**src/rtl/fp_sum_sequencer.sv**
```systemverilog
// fp_sum_sequencer: folds a valid/ready stream of FP exp() values into one sum through a shared pipelined adder.
// Latency: add_result sampled ADD_LAT cycles after the issuing cycle; backpressure: in_ready drops while the target lane awaits its add, sum_valid holds until sum_ready.
module fp_sum_sequencer #(
    parameter int ADD_LAT = 1,
    parameter int CNT_W   = 16
) (
    input  logic             clock,
    input  logic             resetn,
    input  logic             in_valid,
    output logic             in_ready,
    input  logic [31:0]      in_data,
    input  logic             in_last,
    output logic [31:0]      add_a,
    output logic [31:0]      add_b,
    input  logic [31:0]      add_result,
    output logic             sum_valid,
    input  logic             sum_ready,
    output logic [31:0]      sum_data,
    output logic [CNT_W-1:0] sum_count,
    output logic             busy
);
    localparam int LW = (ADD_LAT > 1) ? $clog2(ADD_LAT) : 1;

    typedef enum logic [2:0] {IDLE, ACCUM, DRAIN, REDUCE, DONE} state_t;

    state_t             state_q, state_d;
    logic [31:0]        lane_q [ADD_LAT];
    logic [31:0]        lane_d [ADD_LAT];
    logic [ADD_LAT-1:0] lane_vld_q, lane_vld_d;
    logic [ADD_LAT-1:0] in_flight_q, in_flight_d;
    logic [ADD_LAT-1:0] tag_vld_q, tag_vld_d;
    logic [LW-1:0]      tag_lane_q [ADD_LAT];
    logic [LW-1:0]      tag_lane_d [ADD_LAT];
    logic [LW-1:0]      rr_q, rr_d;
    logic               in_ready_q, in_ready_d;
    logic               sum_valid_q, sum_valid_d;
    logic               busy_q, busy_d;
    logic [31:0]        sum_data_q, sum_data_d;
    logic [31:0]        add_a_q, add_a_d;
    logic [31:0]        add_b_q, add_b_d;
    logic [CNT_W-1:0]   cnt_q, cnt_d;

    logic               accept;
    logic               issue;
    logic [LW-1:0]      issue_lane;
    logic [31:0]        rr_lane;
    logic               rr_lane_vld;
    logic               red_found;
    logic [31:0]        red_lane;
    logic [LW-1:0]      red_k;

    // Lane selected by rr, and the lowest-numbered filled lane above 0 for the fold.
    always_comb begin
        rr_lane     = '0;
        rr_lane_vld = 1'b0;
        red_found   = 1'b0;
        red_lane    = '0;
        red_k       = '0;
        for (int i = 0; i < ADD_LAT; i++) begin
            if (rr_q == LW'(i)) begin
                rr_lane     = lane_q[i];
                rr_lane_vld = lane_vld_q[i];
            end
        end
        for (int i = ADD_LAT - 1; i >= 1; i--) begin
            if (lane_vld_q[i]) begin
                red_found = 1'b1;
                red_lane  = lane_q[i];
                red_k     = LW'(i);
            end
        end
    end

    always_comb begin
        state_d     = state_q;
        lane_d      = lane_q;
        lane_vld_d  = lane_vld_q;
        in_flight_d = in_flight_q;
        tag_vld_d   = '0;
        tag_lane_d  = tag_lane_q;
        rr_d        = rr_q;
        cnt_d       = cnt_q;
        sum_valid_d = sum_valid_q;
        sum_data_d  = sum_data_q;
        add_a_d     = add_a_q;
        add_b_d     = add_b_q;
        issue       = 1'b0;
        issue_lane  = '0;
        accept      = in_valid && in_ready_q;

        if (tag_vld_q[ADD_LAT-1]) begin
            for (int i = 0; i < ADD_LAT; i++) begin
                if (tag_lane_q[ADD_LAT-1] == LW'(i)) begin
                    lane_d[i]      = add_result;
                    in_flight_d[i] = 1'b0;
                end
            end
        end

        if (accept) begin
            cnt_d = (state_q == IDLE) ? CNT_W'(1) : cnt_q + 1'b1;
            if (rr_lane_vld) begin
                issue      = 1'b1;
                issue_lane = rr_q;
                add_a_d    = rr_lane;
                add_b_d    = in_data;
            end
            for (int i = 0; i < ADD_LAT; i++) begin
                if (rr_q == LW'(i)) begin
                    if (rr_lane_vld) begin
                        in_flight_d[i] = 1'b1;
                    end else begin
                        lane_d[i]     = in_data;
                        lane_vld_d[i] = 1'b1;
                    end
                end
            end
            rr_d    = (rr_q == LW'(ADD_LAT - 1)) ? '0 : rr_q + 1'b1;
            state_d = in_last ? DRAIN : ACCUM;
        end

        case (state_q)
            DRAIN: begin
                if (tag_vld_q == '0) state_d = REDUCE;
            end
            REDUCE: begin
                // One fold at a time: lane 0 must hold the previous result before it is reused.
                if (tag_vld_q == '0) begin
                    if (red_found) begin
                        issue          = 1'b1;
                        issue_lane     = '0;
                        add_a_d        = lane_q[0];
                        add_b_d        = red_lane;
                        in_flight_d[0] = 1'b1;
                        for (int i = 1; i < ADD_LAT; i++) begin
                            if (red_k == LW'(i)) lane_vld_d[i] = 1'b0;
                        end
                    end else begin
                        state_d     = DONE;
                        sum_valid_d = 1'b1;
                        sum_data_d  = lane_q[0];
                    end
                end
            end
            DONE: begin
                if (sum_ready) begin
                    sum_valid_d = 1'b0;
                    lane_vld_d  = '0;
                    rr_d        = '0;
                    state_d     = IDLE;
                end
            end
            default: ;
        endcase

        tag_vld_d[0]  = issue;
        tag_lane_d[0] = issue_lane;
        for (int i = 1; i < ADD_LAT; i++) begin
            tag_vld_d[i]  = tag_vld_q[i-1];
            tag_lane_d[i] = tag_lane_q[i-1];
        end

        in_ready_d = 1'b0;
        if (state_d == IDLE) begin
            in_ready_d = 1'b1;
        end else if (state_d == ACCUM) begin
            for (int i = 0; i < ADD_LAT; i++) begin
                if (rr_d == LW'(i)) in_ready_d = !in_flight_d[i];
            end
        end
        busy_d = (state_d != IDLE);
    end

    always_ff @(posedge clock or negedge resetn) begin
        if (!resetn) begin
            state_q     <= IDLE;
            lane_vld_q  <= '0;
            in_flight_q <= '0;
            tag_vld_q   <= '0;
            rr_q        <= '0;
            cnt_q       <= '0;
            in_ready_q  <= 1'b0;
            sum_valid_q <= 1'b0;
            busy_q      <= 1'b0;
            sum_data_q  <= '0;
            add_a_q     <= '0;
            add_b_q     <= '0;
            for (int i = 0; i < ADD_LAT; i++) begin
                lane_q[i]     <= '0;
                tag_lane_q[i] <= '0;
            end
        end else begin
            state_q     <= state_d;
            lane_vld_q  <= lane_vld_d;
            in_flight_q <= in_flight_d;
            tag_vld_q   <= tag_vld_d;
            rr_q        <= rr_d;
            cnt_q       <= cnt_d;
            in_ready_q  <= in_ready_d;
            sum_valid_q <= sum_valid_d;
            busy_q      <= busy_d;
            sum_data_q  <= sum_data_d;
            add_a_q     <= add_a_d;
            add_b_q     <= add_b_d;
            for (int i = 0; i < ADD_LAT; i++) begin
                lane_q[i]     <= lane_d[i];
                tag_lane_q[i] <= tag_lane_d[i];
            end
        end
    end

    assign in_ready  = in_ready_q;
    assign add_a     = add_a_q;
    assign add_b     = add_b_q;
    assign sum_valid = sum_valid_q;
    assign sum_data  = sum_data_q;
    assign sum_count = cnt_q;
    assign busy      = busy_q;

endmodule

```
**config.mk**
```make
export PLATFORM = sky130hd
export DESIGN_NAME = fp_sum_sequencer
export DESIGN_NICKNAME = d
export VERILOG_FILES = /design/src/rtl/fp_sum_sequencer.sv
export SDC_FILE = /design/constraint.sdc
export NUM_CORES = 1
export LEC_CHECK = 0
export BUFFER_PORTS_ARGS = -buffer_cell sky130_fd_sc_hd__buf_4
export CAP_MARGIN = 30
export CELL_PAD_IN_SITES_DETAIL_PLACEMENT = 0
export CELL_PAD_IN_SITES_GLOBAL_PLACEMENT = 1
export CORE_UTILIZATION = 39
export DETAILED_ROUTE_END_ITERATION = 7
export GPL_TIMING_DRIVEN = 0
export PLACE_DENSITY = 0.77
export SYNTH_ARGS = -nofsm -noshare
export SYNTH_HDL_FRONTEND = slang
export SYNTH_SLANG_ARGS = --single-unit
export TNS_END_PERCENT = 20
```
**constraint.sdc**
```tcl
create_clock -name clock -period 2.4 [get_ports clock]
set_clock_uncertainty 0.1 [all_clocks]
set_input_delay 0.24 -clock clock [delete_from_list [all_inputs] [get_ports clock]]
set_output_delay 0.24 -clock clock [all_outputs]
set_load 0.02 [all_outputs]
```
==> results.md <==
Drt:
- Dividing the detail-routed wire length by the instance count gives 16.0 um.
- The total DRC errors in the routed layout is 0.
- For this block, the routed nets add up to 17,100 um of wire.
- The count of nets left with antenna violations once routing finished came out at 0.
- After detailed routing, the number of vias per cell comes to 4.76.
- The detailed router finished its first iteration with 234 violations.
- The routed via count is 5,101.
- The pre-antenna-repair detailed-routing pass consisted of 4 iterations.

Timing:
- Setup repair after global routing left no endpoint under its margin.
- The aggregate negative setup slack is 0 ps.
- The share of the clock period used by the worst path after layout is 0.824.
- The post-route worst hold slack is 12.7 ps.
- At the pin with the least slew margin, the transition time is 677 ps.
- The max-slew violation count came to 0.
- The final-report hold violation count came to 0.
- Measured against its own limit, the worst slew margin works out to 0.549.
- The clock period minus worst slack is 1980 ps.
- Static timing analysis puts the maximum clock frequency at 506 MHz.
- The setup-violating endpoint count in the final report is 0.

Final layout:
- The layout overhead on the synthesized area is 42.0%.
- 0 antenna diodes ended up in the layout.
- After the flow finishes, the layout carries non-filler instances totaling 1,072.
- The library cell used most frequently in the layout, excluding fill and tap cells, is sky130_fd_sc_hd__nand2_1.
- In the final layout, the share of cells above drive strength 1 is 0.325.
- The number of nets in the final layout is 913.
- The filler cells instantiated in the layout total 1,427.
- The library cells used most frequently in the layout, excluding fill and tap cells, are sky130_fd_sc_hd__nand2_1, sky130_fd_sc_hd__buf_4, sky130_fd_sc_hd__dfrtp_1, sky130_fd_sc_hd__o21ai_0, sky130_fd_sc_hd__dlygate4sd3_1.

Worst setup path:
- STA classifies the critical path endpoint as a flop.
- The required time of the critical path is 2570 ps.
- The data arrival time of the critical path is 2150 ps.
- The worst setup path is of the reg2reg kind.
- The worst setup path is launched from a flop.
- Of all nets on the critical path, the largest fanout is 10.

Place:
- The weighted congestion reported at the end of routability-driven placement is 0.797.
- Once placement completed, the tool counted placed cells totaling 1,004.
- In this run the tool buffered the top-level ports with 183 buffer cells.
- The wire-length estimate of the detail-placed layout is 11,700 um.

Die:
- The initial cell density of the core is 0.400.
- From left edge to right edge, the die measures 130 um.
- The die footprint is 16,800 um2.
- The I/O pin count is 184.
- The floorplan core area is 15,900 um2.
- In this run the core area contains 46 standard-cell rows.
- From bottom edge to top edge, the die measures 130 um.

Clock network:
- The clock root buffer master is sky130_fd_sc_hd__clkbuf_16.
- The H-tree depth reported by CTS is 4.
- The largest buffer count on any clock path is 2.
- The number of gates resized after CTS was 0.
- The number of buffers inserted by post-CTS setup repair is 0.
- The total number of clock tree sinks is 155.
- The number of buffers inserted for hold repair after clock tree synthesis is 36.
- Clock latency on the worst-skew pair, taken at its later pin, is 420 ps.
- TritonCTS built the clock tree.
- Clock tree synthesis inserted a total of 17 buffers.
- Clock-pin slew was measured on the worst setup and hold paths at 60 ps.

Logic synthesis:
- In this run, distinct cell masters in the synthesized netlist total 46.
- The count of flip-flops with a built-in enable after synthesis is 0.
- The mapped netlist covers 6350 um2.
- Counting flops and latches in the post-synthesis netlist gives 155.
- Averaged over all synthesized cells, the footprint is 10.5 um2.
- Of the synthesized area, sequential elements account for 0.611.
- The number of instances in the synthesized netlist is 604.
- The count of synthesis-stage warnings from yosys is 0.
- The total nets after synthesis is 674.
- The most used flip-flop cell after synthesis is sky130_fd_sc_hd__dfrtp_1.
- The share of flip-flops with an asynchronous set or reset is 1.00.

GRT:
- Global routing finished with a remaining overflow of 0.
- The via count of the first global-routing pass was 5,243.
- The first global-routing pass estimated 27,100 um of wire.
- The initial antenna violation count is 0.
- In the global route stage, overall resource usage came out at 0.214.
- The largest net degree at the start of global routing is 87.

Hold path:
- The worst hold path belongs to the class in2reg.

Power and ir drop:
- For this design the static power due to leakage is 4.50 nW.
- The worst-case IR drop observed on VDD is 0.000586 V.
- Power spread over the standard cell area amounts to 1320 nW/um2.

Job:
- The count of max-cap constraint violations is 0.

Status:
- The run finished with clean final reports.
==> logic make-up after synthesis <==
| logic type | after synthesis | synth area share |
|---|---|---|
| XOR/XNOR | 8 | 0.0110 |
| adder cells (fa/ha/maj) | 1 | 0.00197 |
| flip-flops | 155 | 0.611 |
| AND/OR/NAND/NOR | 287 | 0.192 |
| buffers and inverters | 33 | 0.0252 |
| other | 1 | 0.000591 |
| AO/OA/AOI/OAI | 53 | 0.0479 |
| multiplexers | 66 | 0.110 |
==> area by class of cell <==
class	count	area [um2]	area share
clock inverter	12	161	0.0179
clock buffer	20	467	0.0518
sequential	155	3880	0.430
buffer	30	149	0.0165
multi-input combinational	416	2310	0.256
tap	216	270	0.0300
timing repair buffer	220	1770	0.196
inverter	3	11.3	0.00125
==> synth_stat cells (4+ instances only) <==
cell type                  count  area, um2
sky130_fd_sc_hd__mux2_2       32        360
sky130_fd_sc_hd__clkbuf_1      9       33.8
sky130_fd_sc_hd__buf_2        14       70.1
sky130_fd_sc_hd__nand2_1     237        890
sky130_fd_sc_hd__o21ai_0      41        205
sky130_fd_sc_hd__mux2i_1      34        340
sky130_fd_sc_hd__nand3_1       5       25.0
sky130_fd_sc_hd__dfrtp_1     155       3880
sky130_fd_sc_hd__and3_1        4       25.0
sky130_fd_sc_hd__xnor2_1       5       43.8
sky130_fd_sc_hd__nor2_1       14       52.6
==> critical path: stages, from the launching register on <==
cell	delay, ps
sky130_fd_sc_hd__dfrtp_1	480
sky130_fd_sc_hd__nand2_2	210
sky130_fd_sc_hd__nor3_4	380
sky130_fd_sc_hd__clkbuf_1	470
sky130_fd_sc_hd__o21ai_0	200
==> metal layers <==
layer	wire [um]	track usage
met1	7670	0.273
met5	0	0
met2	8280	0.354
met4	297	0.0766
met3	894	0.0516
==> state kept, by name (all words and copies together) (netlist names) <==
name         flops
tag_vld_q        1
in_ready         1
sum_count       16
add_b           32
sum_valid        1
rr_q             1
in_flight_q      1
sum_data        32
busy             1
add_a           32
tag_lane_q       1
lane_q          32
lane_vld_q       1
state_q          3
==> where the power goes <==
part           internal, mW  switching, mW
clock network          1.73           1.10
logic                  1.97           2.58
registers              3.74          0.744
==> final timing paths <==
kind / endpoint / startpoint / slack [ps] / cells after the start
min: lane_q[29]$_DFF_PN0_ / add_result[29] / 10 / 3
max in group asynchronous: add_b[14]$_DFFE_PN0P_ / resetn / 1030 / 3
max: lane_q[22]$_DFF_PN0_ / in_ready$_DFF_PN0_ / 420 / 4
min reg2reg: add_a[4]$_DFFE_PN0P_ / add_a[4]$_DFFE_PN0P_ / 380 / 2
min in group asynchronous: sum_count[9]$_DFFE_PN0P_ / resetn / 310 / 2
max reg2reg: lane_q[22]$_DFF_PN0_ / in_ready$_DFF_PN0_ / 420 / 4
==> stage by stage <==
stage	area (um2)	power, mW	utilization	worst slack [ps]
4_1_cts	9010	12.0	0.567	332
6_report	9010	11.9	0.567	423
3_3_place_gp	7990	8.90	0.503	237
5_1_grt	9010	12.6	0.567	197
3_5_place_dp	8020	9.06	0.505	361
2_1_floorplan	6350	6.96	-	682
(Power assumes the default switching activity.)
